**src/rtl/mem_stage_lsu_if.sv**
```systemverilog
// Memory-stage LSU bundle: EX/MEM inputs, data-memory port and writeback outputs.
// The slave modport is the LSU's view; master is the surrounding pipeline/memory.
interface mem_stage_lsu_if #(
  parameter int ADDR_WIDTH = 32,
  parameter int DATA_WIDTH = 32
);
  logic                  ex_valid;
  logic                  ex_mem_read;
  logic                  ex_mem_write;
  logic [2:0]            ex_funct3;
  logic [ADDR_WIDTH-1:0] ex_alu_result;
  logic [DATA_WIDTH-1:0] ex_store_data;
  logic [4:0]            ex_rd;
  logic                  lsu_ready;

  logic                  dmem_req;
  logic                  dmem_we;
  logic [ADDR_WIDTH-1:0] dmem_addr;
  logic [3:0]            dmem_be;
  logic [DATA_WIDTH-1:0] dmem_wdata;
  logic                  dmem_gnt;
  logic                  dmem_rvalid;
  logic [DATA_WIDTH-1:0] dmem_rdata;

  logic                  wb_valid;
  logic [4:0]            wb_rd;
  logic [DATA_WIDTH-1:0] wb_data;
  logic                  lsu_fault;

  modport slave (
    input  ex_valid, ex_mem_read, ex_mem_write, ex_funct3, ex_alu_result,
           ex_store_data, ex_rd, dmem_gnt, dmem_rvalid, dmem_rdata,
    output lsu_ready, dmem_req, dmem_we, dmem_addr, dmem_be, dmem_wdata,
           wb_valid, wb_rd, wb_data, lsu_fault
  );

  modport master (
    output ex_valid, ex_mem_read, ex_mem_write, ex_funct3, ex_alu_result,
           ex_store_data, ex_rd, dmem_gnt, dmem_rvalid, dmem_rdata,
    input  lsu_ready, dmem_req, dmem_we, dmem_addr, dmem_be, dmem_wdata,
           wb_valid, wb_rd, wb_data, lsu_fault
  );
endinterface

```
**src/rtl/mem_stage_lsu.sv**
```systemverilog
// Memory-stage load/store unit: req/gnt/rvalid data-memory port, load alignment
// and extension, fault detection, and pass-through of non-memory results.
module mem_stage_lsu #(
  parameter int ADDR_WIDTH = 32,
  parameter int DATA_WIDTH = 32
) (
  input  logic            clk,
  input  logic            rst_n,
  mem_stage_lsu_if.slave  bus
);

  typedef enum logic [1:0] {IDLE, REQ, WAIT_R} state_t;

  state_t                state, next_state;
  logic [ADDR_WIDTH-1:0] addr_q;
  logic [3:0]            be_q;
  logic [DATA_WIDTH-1:0] wdata_q;
  logic [2:0]            funct3_q;
  logic [4:0]            rd_q;
  logic                  we_q;

  logic                  accept, is_mem, fault;
  logic                  bad_funct3, misaligned;
  logic [3:0]            be_calc;
  logic [DATA_WIDTH-1:0] wdata_calc, rshift, load_ext;

  assign accept         = bus.ex_valid && (state == IDLE);
  assign is_mem         = bus.ex_mem_read || bus.ex_mem_write;
  assign bus.lsu_ready  = (state == IDLE);
  assign bus.dmem_req   = (state == REQ);
  assign bus.dmem_we    = we_q;
  assign bus.dmem_addr  = {addr_q[ADDR_WIDTH-1:2], 2'b00};
  assign bus.dmem_be    = be_q;
  assign bus.dmem_wdata = wdata_q;

  // Decode of the incoming instruction: legality, byte lanes and store data.
  always_comb begin
    bad_funct3 = 1'b0;
    if (bus.ex_mem_read)
      bad_funct3 = (bus.ex_funct3 == 3'b011) || (bus.ex_funct3[2:1] == 2'b11);
    if (bus.ex_mem_write)
      bad_funct3 = bad_funct3 || (bus.ex_funct3 >= 3'b011);
    misaligned = ((bus.ex_funct3[1:0] == 2'b01) && bus.ex_alu_result[0]) ||
                 ((bus.ex_funct3[1:0] == 2'b10) && (bus.ex_alu_result[1:0] != 2'b00));
    fault = (bus.ex_mem_read && bus.ex_mem_write) || bad_funct3 || misaligned;

    case (bus.ex_funct3[1:0])
      2'b00: begin
        be_calc    = 4'b0001 << bus.ex_alu_result[1:0];
        wdata_calc = {4{bus.ex_store_data[7:0]}};
      end
      2'b01: begin
        be_calc    = 4'b0011 << bus.ex_alu_result[1:0];
        wdata_calc = {2{bus.ex_store_data[15:0]}};
      end
      default: begin
        be_calc    = 4'b1111;
        wdata_calc = bus.ex_store_data;
      end
    endcase
  end

  // Load data: shift the addressed lane down, then sign- or zero-extend.
  always_comb begin
    rshift = bus.dmem_rdata >> {addr_q[1:0], 3'b000};
    case (funct3_q[1:0])
      2'b00:   load_ext = {{24{~funct3_q[2] & rshift[7]}}, rshift[7:0]};
      2'b01:   load_ext = {{16{~funct3_q[2] & rshift[15]}}, rshift[15:0]};
      default: load_ext = rshift;
    endcase
  end

  always_ff @(posedge clk or negedge rst_n) begin
    if (!rst_n) state <= IDLE;
    else        state <= next_state;
  end

  always_comb begin
    next_state = state;
    case (state)
      IDLE:    if (accept && is_mem && !fault) next_state = REQ;
      REQ:     if (bus.dmem_gnt) next_state = we_q ? IDLE : WAIT_R;
      WAIT_R:  if (bus.dmem_rvalid) next_state = IDLE;
      default: next_state = IDLE;
    endcase
  end

  // Request latches and registered writeback; wb_valid is cleared every cycle
  // so it only ever pulses for one clock.
  always_ff @(posedge clk or negedge rst_n) begin
    if (!rst_n) begin
      addr_q        <= '0;
      be_q          <= '0;
      wdata_q       <= '0;
      funct3_q      <= '0;
      rd_q          <= '0;
      we_q          <= 1'b0;
      bus.wb_valid  <= 1'b0;
      bus.wb_rd     <= '0;
      bus.wb_data   <= '0;
      bus.lsu_fault <= 1'b0;
    end else begin
      bus.wb_valid <= 1'b0;
      case (state)
        IDLE: begin
          if (accept) begin
            if (!is_mem) begin
              bus.wb_valid  <= 1'b1;
              bus.wb_rd     <= bus.ex_rd;
              bus.wb_data   <= DATA_WIDTH'(bus.ex_alu_result);
              bus.lsu_fault <= 1'b0;
            end else if (fault) begin
              bus.wb_valid  <= 1'b1;
              bus.wb_rd     <= '0;
              bus.wb_data   <= DATA_WIDTH'(bus.ex_alu_result);
              bus.lsu_fault <= 1'b1;
            end else begin
              addr_q   <= bus.ex_alu_result;
              be_q     <= be_calc;
              wdata_q  <= wdata_calc;
              funct3_q <= bus.ex_funct3;
              rd_q     <= bus.ex_rd;
              we_q     <= bus.ex_mem_write;
            end
          end
        end
        REQ: begin
          if (bus.dmem_gnt && we_q) begin
            bus.wb_valid  <= 1'b1;
            bus.wb_rd     <= '0;
            bus.wb_data   <= '0;
            bus.lsu_fault <= 1'b0;
          end
        end
        WAIT_R: begin
          if (bus.dmem_rvalid) begin
            bus.wb_valid  <= 1'b1;
            bus.wb_rd     <= rd_q;
            bus.wb_data   <= load_ext;
            bus.lsu_fault <= 1'b0;
          end
        end
        default: ;
      endcase
    end
  end

endmodule

```
**src/flat_wrapper.sv**
```systemverilog
// flat-port wrapper written by rule: the top's interface ports become plain ports
module mem_stage_lsu_flat 
#(
  parameter int ADDR_WIDTH = 32,
  parameter int DATA_WIDTH = 32
)
  (clk, rst_n, bus_ex_valid, bus_ex_mem_read, bus_ex_mem_write, bus_ex_funct3, bus_ex_alu_result, bus_ex_store_data, bus_ex_rd, bus_dmem_gnt, bus_dmem_rvalid, bus_dmem_rdata, bus_lsu_ready, bus_dmem_req, bus_dmem_we, bus_dmem_addr, bus_dmem_be, bus_dmem_wdata, bus_wb_valid, bus_wb_rd, bus_wb_data, bus_lsu_fault);
  mem_stage_lsu_if #(.ADDR_WIDTH(ADDR_WIDTH), .DATA_WIDTH(DATA_WIDTH)) bus_i ();
  input  logic clk;
  input  logic rst_n;
  input wire logic [$bits(bus_i.ex_valid)-1:0] bus_ex_valid;
  input wire logic [$bits(bus_i.ex_mem_read)-1:0] bus_ex_mem_read;
  input wire logic [$bits(bus_i.ex_mem_write)-1:0] bus_ex_mem_write;
  input wire logic [$bits(bus_i.ex_funct3)-1:0] bus_ex_funct3;
  input wire logic [$bits(bus_i.ex_alu_result)-1:0] bus_ex_alu_result;
  input wire logic [$bits(bus_i.ex_store_data)-1:0] bus_ex_store_data;
  input wire logic [$bits(bus_i.ex_rd)-1:0] bus_ex_rd;
  input wire logic [$bits(bus_i.dmem_gnt)-1:0] bus_dmem_gnt;
  input wire logic [$bits(bus_i.dmem_rvalid)-1:0] bus_dmem_rvalid;
  input wire logic [$bits(bus_i.dmem_rdata)-1:0] bus_dmem_rdata;
  output wire logic [$bits(bus_i.lsu_ready)-1:0] bus_lsu_ready;
  output wire logic [$bits(bus_i.dmem_req)-1:0] bus_dmem_req;
  output wire logic [$bits(bus_i.dmem_we)-1:0] bus_dmem_we;
  output wire logic [$bits(bus_i.dmem_addr)-1:0] bus_dmem_addr;
  output wire logic [$bits(bus_i.dmem_be)-1:0] bus_dmem_be;
  output wire logic [$bits(bus_i.dmem_wdata)-1:0] bus_dmem_wdata;
  output wire logic [$bits(bus_i.wb_valid)-1:0] bus_wb_valid;
  output wire logic [$bits(bus_i.wb_rd)-1:0] bus_wb_rd;
  output wire logic [$bits(bus_i.wb_data)-1:0] bus_wb_data;
  output wire logic [$bits(bus_i.lsu_fault)-1:0] bus_lsu_fault;
  assign bus_i.ex_valid = bus_ex_valid;
  assign bus_i.ex_mem_read = bus_ex_mem_read;
  assign bus_i.ex_mem_write = bus_ex_mem_write;
  assign bus_i.ex_funct3 = bus_ex_funct3;
  assign bus_i.ex_alu_result = bus_ex_alu_result;
  assign bus_i.ex_store_data = bus_ex_store_data;
  assign bus_i.ex_rd = bus_ex_rd;
  assign bus_i.dmem_gnt = bus_dmem_gnt;
  assign bus_i.dmem_rvalid = bus_dmem_rvalid;
  assign bus_i.dmem_rdata = bus_dmem_rdata;
  assign bus_lsu_ready = bus_i.lsu_ready;
  assign bus_dmem_req = bus_i.dmem_req;
  assign bus_dmem_we = bus_i.dmem_we;
  assign bus_dmem_addr = bus_i.dmem_addr;
  assign bus_dmem_be = bus_i.dmem_be;
  assign bus_dmem_wdata = bus_i.dmem_wdata;
  assign bus_wb_valid = bus_i.wb_valid;
  assign bus_wb_rd = bus_i.wb_rd;
  assign bus_wb_data = bus_i.wb_data;
  assign bus_lsu_fault = bus_i.lsu_fault;
  mem_stage_lsu #(.ADDR_WIDTH(ADDR_WIDTH), .DATA_WIDTH(DATA_WIDTH)) u_core (.clk(clk), .rst_n(rst_n), .bus(bus_i));
endmodule
```
**config.mk**
```make
export PLATFORM = sky130hd
export DESIGN_NAME = mem_stage_lsu_flat
export DESIGN_NICKNAME = d
export VERILOG_FILES = /design/src/rtl/mem_stage_lsu_if.sv /design/src/rtl/mem_stage_lsu.sv /design/src/flat_wrapper.sv
export SDC_FILE = /design/constraint.sdc
export NUM_CORES = 1
export LEC_CHECK = 0
export BUFFER_PORTS_ARGS = -buffer_cell sky130_fd_sc_hd__buf_4
export CORE_ASPECT_RATIO = 1.75
export CORE_UTILIZATION = 50
export DETAILED_ROUTE_END_ITERATION = 8
export PLACE_DENSITY = 0.8
export SKIP_CTS_REPAIR_TIMING = 1
export SKIP_LAST_GASP = 1
export SYNTH_ARGS = -nofsm -noshare
export SYNTH_HDL_FRONTEND = slang
export SYNTH_SLANG_ARGS = --single-unit
```
**constraint.sdc**
```tcl
create_clock -name clk -period 3 [get_ports clk]
set_input_delay 0.6 -clock clk [delete_from_list [all_inputs] [get_ports clk]]
set_output_delay 0.6 -clock clk [all_outputs]
set_load 0.05 [all_outputs]
```
== Yosys cells after proc, flatten, opt, wreduce, memory -nomap -nowiden ==
Index checks and enable logic that the tools add are counted.

* Flip-flop bits (word level): 118
* Word-level logic and storage cells: 88
* Output and inout port bits: 110

* Shifts and indexed selects: 3
* Equal/unequal tests: 13
* Muxes and demuxes: 34
* Bitwise logic cells: 4
* $lt $le $gt $ge: 1
* Reductions and logical operators: 22

{| class="wikitable"
|+ Operators by type and width
! operator !! count
|-
| 32-bit two-way mux || 5
|-
| 32-bit case mux with 2 select lines || 2
|-
| 32-bit case mux with 3 select lines || 1
|-
| 32-bit by 5-bit right shift with 32-bit output || 1
|-
| 5-bit two-way mux || 5
|-
| 5-bit case mux with 3 select lines || 1
|-
| 1-bit two-way mux || 12
|-
| 2-bit two-way mux || 4
|-
| 4-bit case mux with 2 select lines || 1
|-
| 1-bit logical AND || 7
|-
| 2-bit by 1-bit equality test with 1-bit output (second input constant) || 3
|-
| 2-bit equality test (second input constant) || 3
|-
| 2-bit zero test || 3
|-
| 1-bit logical OR || 6
|-
| 2-bit by 1-bit inequality test with 1-bit output (second input constant) || 3
|-
| 1-bit case mux with 3 select lines || 2
|-
| 2-bit case mux with 3 select lines || 1
|-
| 5-bit AND reduction || 1
|-
| 2-bit inequality test (second input constant) || 2
|-
| 4-bit AND reduction || 1
|-
| 1-bit by 2-bit left shift with 4-bit output (first input constant) || 1
|-
| 2-bit by 2-bit left shift with 4-bit output (first input constant) || 1
|-
| 3-bit by 2-bit equality test with 1-bit output (second input constant) || 1
|-
| 3-bit by 2-bit >= comparator with 1-bit output (second input constant) || 1
|-
| other kinds (7) || 9
|}

== Logic depth before layout (Yosys ltp) ==
* Depth after elaboration: 11
* Mapped depth: 9
* Depth with buffers taken out: 7

== Worst setup path before layout ==
OpenSTA, ideal clock, no wires.

* Path kind: input -> register
* From: input bus_ex_funct3[0]
* To: register u_core.bus.wb_data[16] (netlist bit)
* Arrival time: 2,119 ps
* Stages on the path: 8
* Setup slack: 753 ps
* Data required time: 2,872 ps
* Path buffers: 3
* Cell sequence: clkbuf_2 a21oi_1 o22ai_1 nand2_1 a2111oi_4 buf_6 buf_8 mux2_1

* Word-level cells in the longest chain between the ends: 9

{| class="wikitable"
|+ RTL lines
! what !! line !! RTL
|-
| start: declaration || flat_wrapper.sv:14 || <nowiki>input wire logic [$bits(bus_i.ex_funct3)-1:0] bus_ex_funct3;</nowiki>
|-
| 3-bit by 2-bit equality test with 1-bit output || mem_stage_lsu.sv:40 || <nowiki>bad_funct3 = (bus.ex_funct3 == 3'b011) || (bus.ex_funct3[2:1] == 2'b11);</nowiki>
|-
| 1-bit logical OR || mem_stage_lsu.sv:40 ||
|-
| 1-bit two-way mux || mem_stage_lsu.sv:39 || <nowiki>if (bus.ex_mem_read)</nowiki>
|-
| 1-bit logical OR || mem_stage_lsu.sv:42 || <nowiki>bad_funct3 = bad_funct3 || (bus.ex_funct3 >= 3'b011);</nowiki>
|-
| 1-bit two-way mux || mem_stage_lsu.sv:41 || <nowiki>if (bus.ex_mem_write)</nowiki>
|-
| 1-bit logical OR || mem_stage_lsu.sv:45 || <nowiki>fault = (bus.ex_mem_read && bus.ex_mem_write) || bad_funct3 || misaligned;</nowiki>
|-
| 1-bit logical OR (*) || mem_stage_lsu.sv:45 ||
|-
| 3-bit inequality test (no line) (*) || -- ||
|-
| 5-bit AND reduction (no line) (*) || -- ||
|-
| end signal: assignment || mem_stage_lsu.sv:110 || <nowiki>bus.wb_data <= DATA_WIDTH'(bus.ex_alu_result);</nowiki>
|-
| end signal: assignment || mem_stage_lsu.sv:115 || <nowiki>bus.wb_data <= DATA_WIDTH'(bus.ex_alu_result);</nowiki>
|-
| end signal: assignment || mem_stage_lsu.sv:139 || <nowiki>bus.wb_data <= load_ext;</nowiki>
|-
| end: declaration || mem_stage_lsu_if.sv:34 || <nowiki>wb_valid, wb_rd, wb_data, lsu_fault</nowiki>
|}

Every way passes the cells marked *; elsewhere a longest branch is shown, timed or not.
A chain may end at the register's enable or synchronous reset.

== Worst setup path in the final report ==
* From: register u_core.state[0]
* To: register u_core.bus.wb_data[17] (netlist bit)

* Word-level cells in the longest chain between the ends: 4

{| class="wikitable"
|+ RTL lines
! what !! line !! RTL
|-
| start: declaration || mem_stage_lsu.sv:14 || <nowiki>state_t state, next_state;</nowiki>
|-
| start signal: assignment || mem_stage_lsu.sv:75 || <nowiki>else state <= next_state;</nowiki>
|-
| 2-bit zero test || mem_stage_lsu.sv:27, mem_stage_lsu.sv:104 ||
|-
| 1-bit logical AND || mem_stage_lsu.sv:27 || <nowiki>assign accept = bus.ex_valid && (state == IDLE);</nowiki>
|-
| 2-bit by 1-bit inequality test with 1-bit output (no line) || -- ||
|-
| 5-bit AND reduction (no line) || -- ||
|}

Several ways; a longest one is shown, not always the timed one.

==> summary.txt <==
Status
  • Status: finished clean

Cells and area
  • Share of cells above drive strength 1: 0.413
  • Final core area utilization: 0.686
  • Fillers: 894
  • Nets: 861
  • Ant. Diodes: 0
  • Most frequent cells in the layout: buf_4, dfrtp_1, nand2_1, o21ai_0, mux2_2
  • Storage cell area: 0.00295 sq mm
  • P&R area growth vs syn: 34.5%
  • Most common cell after layout, fill and taps aside: buf_4
  • Area of the multi-input gates: 0.00259 sq mm

Synth
  • Top_reg_cell synth: dfrtp_1
  • Synth cell types: 43
  • Synthesized cell area: 0.00609 sq mm
  • Mean Syn Cell Area: 10.7 sq um
  • Yosys Warn Count: 0
  • Sequential area share after synthesis: 0.485
  • Syn Inst Count: 567
  • Number of synthesized flops with an enable pin: 0
  • Async S/R FF share, synth: 1.00
  • Seq cells post-synth: 118

Floorplan
  • Die W: 85.4 um
  • DIE AREA: 0.0126 sq mm
  • Core region area: 0.0119 sq mm
  • Initial core utilization: 0.510
  • Cell Rows: 53
  • Die height: 148 um
  • I/O pins: 221

Clock tree
  • TritonCTS clock tree: yes
  • Clk_lat worst skew: 0.41 ns
  • # H-tree levels: 4
  • Worst-path clk slew: 0.05 ns
  • Num CTS Buffers: 17
  • CTS Buffer Depth: 2
  • Clock Tree Root: clkbuf_16
  • Clock sinks: 118

Route
  • Drt wl/cell: 18.6 um
  • Routed WL: 16700 um
  • Detail Route Antenna Nets: 0
  • Post-DR vias/cell: 5.58
  • Drt pass-1 iters: 4
  • Post-route DRC: 0
  • Via count: 4989
  • DRT iter0 DRCs: 263

Timing
  • Slew headroom: 0.513
  • Setup-failing EPs final: 0
  • Fin crit share: 0.844
  • Fin. max-slew vios: 0
  • Actual slew at the worst max-slew pin: 0.727 ns
  • Final Hold Viols: 0
  • Final min period: 2.53 ns
  • Setup TNS: 0 ns
  • Unrepaired setup endpoints after global routing: no
  • Peak Freq: 395 MHz
  • Clock skew: 0.00762 ns

Hold path
  • Worst hold path type: input port to async pin

Setup path
  • CP Data Required Time: 3.34 ns
  • R2R Setup Slk: 0.47 ns
  • FF-to-FF path depth: 7
  • Crit Path Category: register to register
  • Reg-to-reg startpoint: u_core.state[0]$_DFFE_PN0P_
  • Crit-path max FO: 8
  • Worst R2R End: u_core.bus.wb_data[17]$_DFFE_PN0P_
  • Arr. time, crit path: 2.87 ns
  • CP Capture Type: register
  • Startpoint Class: register

Power and ir drop
  • Max VDD drop: 0.752 mV
  • Static leakage: 4.11 nW
  • Pwr Density: 1420 mW/mm^2

GRT
  • First-pass GRT wire length: 26200 um
  • Initial antenna violation count: 0
  • Vias in the first global route: 5159
  • Largest net degree at the start of global routing: 77
  • Total gr overflow: 0
  • Total track usage: 0.270

Placement
  • PortBufs: 218
  • Final Wtd Congestion: 0.857
  • Post-DP HPWL: 12500 um

Job
  • Number of max-cap violations: 0
-- where the power goes --
| part | internal [W] | total, W | switching, W |
|---|---|---|---|
| Sequential | 0.00241 | 0.00293 | 0.000520 |
| Combinational | 0.00226 | 0.00652 | 0.00427 |
| Clock | 0.00145 | 0.00214 | 0.000695 |
| Total | 0.00612 | 0.0116 | 0.00548 |
-- layer usage --
| metal | share of wire | wire, um | track usage |
|---|---|---|---|
| met3 | 0.067 | 1130 | 0.0698 |
| met1 | 0.36 | 5990 | 0.286 |
| met2 | 0.53 | 8830 | 0.486 |
| met5 | 0 | 0 | 0 |
| met4 | 0.043 | 721 | 0.137 |
-- state kept, by name (all words and copies together), names as in the netlist, 2 cells and up --
register and flops:
u_core.bus.wb_data 32, u_core.addr_q 32, u_core.state 2, u_core.bus.wb_rd 5, u_core.bus.dmem_be 4, u_core.rd_q 5, u_core.funct3_q 3, u_core.bus.dmem_wdata 32
-- how the worst max path moves through the flow --
stage | startpoint | end
2_1_floorplan | bus_ex_funct3[0] | u_core.bus.wb_data[16]$_DFFE_PN0P_
3_3_place_gp | bus_ex_funct3[0] | u_core.bus.wb_data[2]$_DFFE_PN0P_
3_5_place_dp | u_core.state[0]$_DFFE_PN0P_ | u_core.bus.wb_data[17]$_DFFE_PN0P_
4_1_cts | u_core.state[0]$_DFFE_PN0P_ | u_core.bus.wb_data[17]$_DFFE_PN0P_
5_1_grt | u_core.state[0]$_DFFE_PN0P_ | u_core.bus.wb_data[17]$_DFFE_PN0P_
6_report | u_core.state[0]$_DFFE_PN0P_ | u_core.bus.wb_data[17]$_DFFE_PN0P_
-- logic make-up (layout without fill, tap and decap cells) --
| logic type | count (synthesis) | in the layout | share of synthesized area |
|---|---|---|---|
| compound gates | 129 | 129 | 0.136 |
| buf+inv | 98 | 287 | 0.0908 |
| mux | 114 | 114 | 0.210 |
| simple gates | 103 | 103 | 0.0695 |
| flops | 118 | 118 | 0.485 |
| fa+ha+maj | 4 | 4 | 0.00822 |
| other cells | 1 | 2 | 0.000616 |
-- metrics by stage --
step                      total power [W]  std cells  hold WS, ns  instance area [sq um]  setup WS (ns)
after detailed placement          0.00948        864        0.472                   7570          0.439
after global placement            0.00930        864        0.464                   7570          0.528
after CTS                          0.0116        894        0.199                   8190          0.400
after floorplan                   0.00786        568        0.304                   6090          0.753
after global routing               0.0121        894        0.233                   8190          0.257
final                              0.0116        894        0.187                   8190          0.467
-- cell usage after synthesis, drive strengths merged, types with 2 or more instances --
library cell  number  area [sq um]
nand3              3          15.0
a22o               5          43.8
a221o              8          80.1
ha                 4          50.1
o22ai              9          56.3
mux2              73           856
dfrtp            118          2950
nor2b              2          12.5
a31oi              7          43.8
a2111oi            2          37.5
nand2             63           236
nor3               2          10.0
o21ai             62           310
mux2i             40           400
or2                2          12.5
inv               29           109
o211ai             2          15.0
nor4               2          12.5
o221ai            15           131
nor2              24          90.1
a21oi             16          80.1
clkbuf            22          83.8
buf               46           357
-- layout make-up --
type,count,share of cell area
Sequential cell,118,0.361
Multi-Input combinational cell,352,0.316
Timing Repair Buffer,227,0.213
Clock buffer,22,0.0579
Tap cell,137,0.0209
Clock inverter,8,0.0180
Inverter,30,0.0138
-- critical path: stages, from the launching register on --
cell and delay (ns):
dfrtp_1 0.39, inv_1 0.08, ha_1 0.37, nand2_1 0.24, a2111oi_1 0.61, o211ai_1 0.43
o221ai_1 0.18, mux2_1 0.17
No activity file was read; power rests on OpenSTA's default activity.
